### config.mk
export PLATFORM = sky130hd
export DESIGN_NAME = fmap_uart_loader_flat
export DESIGN_NICKNAME = d
export VERILOG_FILES = /design/src/rtl/fmap_uart_loader_if.sv /design/src/rtl/fmap_uart_loader.sv /design/src/flat_wrapper.sv
export SDC_FILE = /design/constraint.sdc
export NUM_CORES = 1
export LEC_CHECK = 0
export BUFFER_PORTS_ARGS = -buffer_cell sky130_fd_sc_hd__buf_4
export CORE_MARGIN = 2
export CORE_UTILIZATION = 25
export CTS_CLUSTER_SIZE = 20
export DETAILED_ROUTE_END_ITERATION = 7
export PLACE_DENSITY = 0.45
export SLEW_MARGIN = 5
export SYNTH_ARGS = -nofsm -noshare
export SYNTH_HDL_FRONTEND = slang
export SYNTH_SLANG_ARGS = --single-unit
### constraint.sdc
create_clock -name clk -period 2.6 [get_ports clk]
set_input_delay 0.65 -clock clk [delete_from_list [all_inputs] [get_ports clk]]
set_output_delay 0.65 -clock clk [all_outputs]
set_load 0.005 [all_outputs]
### src/rtl/fmap_uart_loader_if.sv
// Host-side loader bus: UART rx/tx bytes, fmap_bank write port, core start/done.
// Latency: n/a (signal bundle only).
// Backpressure: transmit side uses tdata_req/tdata_ready; rx and fbank sides have none.
interface fmap_uart_loader_if;
    logic [7:0]  rdata;
    logic        rdata_valid;
    logic [7:0]  tdata;
    logic        tdata_req;
    logic        tdata_ready;
    logic [14:0] fbank_waddr;
    logic [7:0]  fdata_w;
    logic        fbank_wen;
    logic        init;
    logic        done;
    logic [3:0]  label;
    logic        busy;

    // Loader side: drives transmit, fbank write and core start
    modport master (
        input  rdata, rdata_valid, tdata_ready, done, label,
        output tdata, tdata_req, fbank_waddr, fdata_w, fbank_wen, init, busy
    );

    // Environment side: UART, fmap_bank and core
    modport slave (
        output rdata, rdata_valid, tdata_ready, done, label,
        input  tdata, tdata_req, fbank_waddr, fdata_w, fbank_wen, init, busy
    );
endinterface

### src/rtl/fmap_uart_loader.sv
// Receives one framed image from the UART, writes it to fmap_bank, checks XOR sum, runs core, returns label.
// Latency: fbank write 1 cycle after each rx strobe; init 2 cycles after checksum; tdata_req 1 cycle after done.
// Backpressure: tdata held with tdata_req until tdata_ready; rx bytes outside LOAD/CHECK/IDLE-header are dropped.
module fmap_uart_loader #(
    parameter int         IMG_BYTES = 784,
    parameter logic [7:0] HDR       = 8'hA5,
    parameter int         TIMEOUT   = 1_000_000,
    parameter logic [7:0] ERR_CODE  = 8'h45
) (
    input  logic                clk,
    input  logic                rst,
    fmap_uart_loader_if.master  bus
);
    typedef enum logic [2:0] {
        S_IDLE, S_LOAD, S_CHECK, S_RUN, S_WAIT, S_SEND
    } state_t;

    // Idle counter only needs to reach TIMEOUT-1; the hit cycle itself leaves the state.
    localparam int                TW       = (TIMEOUT > 1) ? $clog2(TIMEOUT) : 1;
    localparam logic [14:0]       LAST     = 15'(IMG_BYTES - 1);
    localparam logic [TW-1:0]     TMO_LAST = TW'(TIMEOUT - 1);

    state_t        r_state, w_state_nxt;
    logic [14:0]   r_count;
    logic [7:0]    r_acc;
    logic [TW-1:0] r_tmo;
    logic [7:0]    r_tdata;
    logic [14:0]   r_waddr;
    logic [7:0]    r_wdata;
    logic          r_wen;
    logic          r_init;

    logic          w_start;
    logic          w_write;
    logic          w_tmo_inc;
    logic          w_err;
    logic          w_lbl;
    logic          w_fire_init;
    logic          w_req;
    logic          w_busy;
    logic          w_tmo_hit;

    assign w_tmo_hit = (r_tmo == TMO_LAST);

    // State register
    always_ff @(posedge clk) begin
        if (rst) r_state <= S_IDLE;
        else     r_state <= w_state_nxt;
    end

    // Next-state and control decode
    always_comb begin
        w_state_nxt = r_state;
        w_start     = 1'b0;
        w_write     = 1'b0;
        w_tmo_inc   = 1'b0;
        w_err       = 1'b0;
        w_lbl       = 1'b0;
        w_fire_init = 1'b0;
        w_req       = (r_state == S_SEND);
        w_busy      = (r_state != S_IDLE);
        case (r_state)
            S_IDLE: begin
                if (bus.rdata_valid && (bus.rdata == HDR)) begin
                    w_start     = 1'b1;
                    w_state_nxt = S_LOAD;
                end
            end
            S_LOAD: begin
                if (bus.rdata_valid) begin
                    w_write = 1'b1;
                    if (r_count == LAST) w_state_nxt = S_CHECK;
                end else if (w_tmo_hit) begin
                    w_err       = 1'b1;
                    w_state_nxt = S_SEND;
                end else begin
                    w_tmo_inc = 1'b1;
                end
            end
            S_CHECK: begin
                if (bus.rdata_valid) begin
                    if (bus.rdata == r_acc) begin
                        w_state_nxt = S_RUN;
                    end else begin
                        w_err       = 1'b1;
                        w_state_nxt = S_SEND;
                    end
                end else if (w_tmo_hit) begin
                    w_err       = 1'b1;
                    w_state_nxt = S_SEND;
                end else begin
                    w_tmo_inc = 1'b1;
                end
            end
            S_RUN: begin
                w_fire_init = 1'b1;
                w_state_nxt = S_WAIT;
            end
            S_WAIT: begin
                if (bus.done) begin
                    w_lbl       = 1'b1;
                    w_state_nxt = S_SEND;
                end
            end
            S_SEND: begin
                if (bus.tdata_ready) w_state_nxt = S_IDLE;
            end
            default: w_state_nxt = S_IDLE;
        endcase
    end

    // Datapath: address/checksum/idle counters, registered write port, init pulse, tx byte
    always_ff @(posedge clk) begin
        if (rst) begin
            r_count <= '0;
            r_acc   <= '0;
            r_tmo   <= '0;
            r_tdata <= '0;
            r_waddr <= '0;
            r_wdata <= '0;
            r_wen   <= 1'b0;
            r_init  <= 1'b0;
        end else begin
            r_wen  <= w_write;
            r_init <= w_fire_init;
            if (w_start) begin
                r_count <= '0;
                r_acc   <= '0;
            end else if (w_write) begin
                r_waddr <= r_count;
                r_wdata <= bus.rdata;
                r_acc   <= r_acc ^ bus.rdata;
                // Last address exits to CHECK instead of counting, so the counter never wraps
                if (r_count != LAST) r_count <= r_count + 15'd1;
            end
            if (w_start || bus.rdata_valid) r_tmo <= '0;
            else if (w_tmo_inc)             r_tmo <= r_tmo + 1'b1;
            if (w_err)      r_tdata <= ERR_CODE;
            else if (w_lbl) r_tdata <= 8'h30 + {4'h0, bus.label};
        end
    end

    assign bus.tdata       = r_tdata;
    assign bus.tdata_req   = w_req;
    assign bus.fbank_waddr = r_waddr;
    assign bus.fdata_w     = r_wdata;
    assign bus.fbank_wen   = r_wen;
    assign bus.init        = r_init;
    assign bus.busy        = w_busy;
endmodule
### src/flat_wrapper.sv
// flat-port wrapper written by rule: the top's interface ports become plain ports
module fmap_uart_loader_flat 
#(
    parameter int         IMG_BYTES = 784,
    parameter logic [7:0] HDR       = 8'hA5,
    parameter int         TIMEOUT   = 1_000_000,
    parameter logic [7:0] ERR_CODE  = 8'h45
)
  (clk, rst, bus_rdata, bus_rdata_valid, bus_tdata_ready, bus_done, bus_label, bus_tdata, bus_tdata_req, bus_fbank_waddr, bus_fdata_w, bus_fbank_wen, bus_init, bus_busy);
  fmap_uart_loader_if bus_i ();
  input  logic clk;
  input  logic rst;
  input wire logic [$bits(bus_i.rdata)-1:0] bus_rdata;
  input wire logic [$bits(bus_i.rdata_valid)-1:0] bus_rdata_valid;
  input wire logic [$bits(bus_i.tdata_ready)-1:0] bus_tdata_ready;
  input wire logic [$bits(bus_i.done)-1:0] bus_done;
  input wire logic [$bits(bus_i.label)-1:0] bus_label;
  output wire logic [$bits(bus_i.tdata)-1:0] bus_tdata;
  output wire logic [$bits(bus_i.tdata_req)-1:0] bus_tdata_req;
  output wire logic [$bits(bus_i.fbank_waddr)-1:0] bus_fbank_waddr;
  output wire logic [$bits(bus_i.fdata_w)-1:0] bus_fdata_w;
  output wire logic [$bits(bus_i.fbank_wen)-1:0] bus_fbank_wen;
  output wire logic [$bits(bus_i.init)-1:0] bus_init;
  output wire logic [$bits(bus_i.busy)-1:0] bus_busy;
  assign bus_i.rdata = bus_rdata;
  assign bus_i.rdata_valid = bus_rdata_valid;
  assign bus_i.tdata_ready = bus_tdata_ready;
  assign bus_i.done = bus_done;
  assign bus_i.label = bus_label;
  assign bus_tdata = bus_i.tdata;
  assign bus_tdata_req = bus_i.tdata_req;
  assign bus_fbank_waddr = bus_i.fbank_waddr;
  assign bus_fdata_w = bus_i.fdata_w;
  assign bus_fbank_wen = bus_i.fbank_wen;
  assign bus_init = bus_i.init;
  assign bus_busy = bus_i.busy;
  fmap_uart_loader #(.IMG_BYTES(IMG_BYTES), .HDR(HDR), .TIMEOUT(TIMEOUT), .ERR_CODE(ERR_CODE)) u_core (.clk(clk), .rst(rst), .bus(bus_i));
endmodule
==> flow_summary.toml <==
[grt]
grt.overflow.total = 0
globalRouteTotalUtil = 0.1168
antenna_found_initial = 0
grt_pass1_wl_mm = 13.31
grt_pass1_vias = 2614
grt_max_degree = 38

[layout]
nNetsFinal = 464
final_area_mm2 = 0.004304
diodes = 0
layoutNonFillerInstCount = 629
layout-drive-gt1-share = 0.2094
syn2layout_area_growth_pct = 24.32
fin_util = 0.3137

[clock_tree]
postCtsSetupRepairBufs = 0
clock_latency_ns = 0.34
numCtsBuffers = 9
numClockSinks = 77
cts_tree = "yes"
clk_pin_slew_ns = 0.06
cts_resized = 0
cts_buffer_depth = 2
clockRootBuffer = "clkbuf_16"
htree_levels = 3
hold_buffers = 0

[worst_hold_path]
hp-start = "u_core.bus.fbank_waddr[1]"
min_path_type = "reg -> reg"

[power_and_ir_drop]
p_leak_nw = 1.511
ir_drop_mv = 0.2576
p_per_area_mw_per_mm2 = 586.1
p_total_mw = 2.522

[die]
initial_utilization = 0.2523
die_w_um = 121.7
die_area_mm2 = 0.01481
num_rows = 43
num_io_pins = 52
core_mm2 = 0.01372
die_h_um = 121.7

[sta]
max_slew_margin = 0.6411
drv_slew = 0
fin_crit_ns = 2.214
fin_crit_sh = 0.8517
hold_ws_ns = 0.4570
finalClockSkew_ns = 0.006860
rsz0062_at_grt = "false"
worstMarginPinSlew_ns = 0.5342
finalSetupViolCount = 0
finalHoldViolations = 0
fmax_mhz = 451.6
tns_ns = 0
fin_ws_ns = 0.3856

[setup_path]
path_max_fanout = 14
reg2reg_to = "u_core.r_tmo[17]"
crit_path_start = "u_core.r_state[0]"
setup.worst_path.end = "u_core.r_tmo[17]"
critical_path_required_ns = 2.83
crit_path_end_kind = "flip-flop"
critPathArrivalTime_ns = 2.45
startpoint_type = "flip-flop"
r2r_slack_ns = 0.39
reg2reg_from = "u_core.r_state[0]"
crit_type = "reg -> reg"
r2r_cells = 5

[drt]
vias_per_cell = 4.502
drtPass1Iterations = 4
vias = 2832
first_iter_violations = 96
wl_mm = 8.299
drc = 0
ant_nets = 0
wl_per_cell_um = 13.19

[outcome]
status = "complete, no violations"

[placed_design]
post-place-ws_ns = 0.3298
place_area_mm2 = 0.004005
globalplace.congestion = 0.7744
io_buffers = 50
dp.final_hpwl_mm = 5.751
dp.cells = 614

[job]
cap_violations = 0

[synthesis]
synth_top_area_cell = "dfxtp_1"
syn-instance-count = 401
syn_nets = 420
yosysTopAreaCellShare = 0.4452
yosysSeqAreaShare = 0.4452
syn_area_per_cell_um2 = 8.634
ys_types = 57
async_reset_ff_frac = 0
netlist_area_mm2 = 0.003462
synthFlopType = "dfxtp_1"
ys_ff_latch = 77
yosys_warnings = 0
synth_edf_count = 0
synth_area_leaders = "dfxtp_1 (45%), nand2_1 (7.3%), xnor2_1 (5.6%)"
synth_stat cells (3+ instances only):
cell and number:
dfxtp_1 77, nand2_1 67, nor2_1 38, a21oi_1 35
xnor2_1 22, clkbuf_1 19, xor2_1 17, nand3_1 12
nor3_1 12, inv_1 8, or3_1 7, nand4_1 6
nor4_2 6, o21ai_0 6, or4_1 5, and3_1 4
and4_1 4, o211ai_1 4, mux2i_1 3, o21ba_2 3
flip-flops by register name (all words and copies together) (netlist names):
register / count
u_core.r_acc: 8
u_core.r_tmo: 20
u_core.r_state: 3
u_core.bus.tdata: 6
u_core.bus.fdata_w: 8
u_core.r_count: 15
u_core.bus.fbank_wen: 1
u_core.bus.fbank_waddr: 15
u_core.bus.init: 1
cell usage in the layout (no fill, tap or decap), types with 7 or more instances in the layout:
cell,n
nor2_1,38
buf_4,58
dfxtp_1,77
xnor2_1,22
or3_1,7
inv_1,8
nand2_1,67
xor2_1,17
nor3_1,12
a21oi_1,35
nand3_1,12
clkbuf_16,9
logic make-up after synthesis:
group                    count (synthesis)  synth area share
other                                    1          0.001083
AO/OA/AOI/OAI                           60            0.1066
AND/OR/NAND/NOR                        184            0.2833
adder cells (fa/ha/maj)                  2          0.007227
multiplexers                             5           0.01518
XOR/XNOR                                39           0.09866
buffers and inverters                   33           0.04264
flip-flops                              77            0.4452
how the worst min path moves through the flow:
stage                                            end  slack, ns  cells past startpoint
final                      u_core.bus.fbank_waddr[1]       0.46                      2
after detailed placement  u_core.bus.fbank_waddr[12]       0.45                      2
after global routing       u_core.bus.fbank_waddr[0]       0.47                      2
after global placement     u_core.bus.fbank_waddr[8]       0.45                      2
after floorplan                      u_core.r_tmo[5]       0.45                      2
after CTS                  u_core.bus.fbank_waddr[0]       0.46                      2
report_power, final:
| part | internal (mW) | total, mW | leakage (nW) | switching (mW) |
|---|---|---|---|---|
| Combinational | 0.0286 | 0.0700 | 0.747 | 0.0414 |
| Clock | 0.767 | 1.27 | 0.145 | 0.504 |
| Sequential | 1.18 | 1.18 | 0.620 | 0.000635 |
| Total | 1.98 | 2.52 | 1.51 | 0.546 |
critical path: stages (launching register included):
cell     delay (ns)
dfxtp_1        0.59
xnor2_1        0.19
or4b_4         0.62
nor3_1         0.37
a21oi_1        0.12
a31o_2         0.22
layer usage:
metal | global-route usage | vias up | share of wire
met2 | 0.1647 | 34 | 0.42
met5 | 0 | - | 0
met1 | 0.1634 | 1323 | 0.53
met3 | 0.02949 | 11 | 0.029
li1 | - | 1464 | -
met4 | 0.06034 | 0 | 0.021
final cells by class:
type	count	area, um2
clock buffer	10	239.0
clock inverter	5	60.06
fill	1462	9415
inverter	8	30.03
multi-input combinational	291	1773
sequential	77	1541
tap	180	225.2
timing repair buffer	58	435.4
Note: power is estimated with default switching activity, not from simulation.
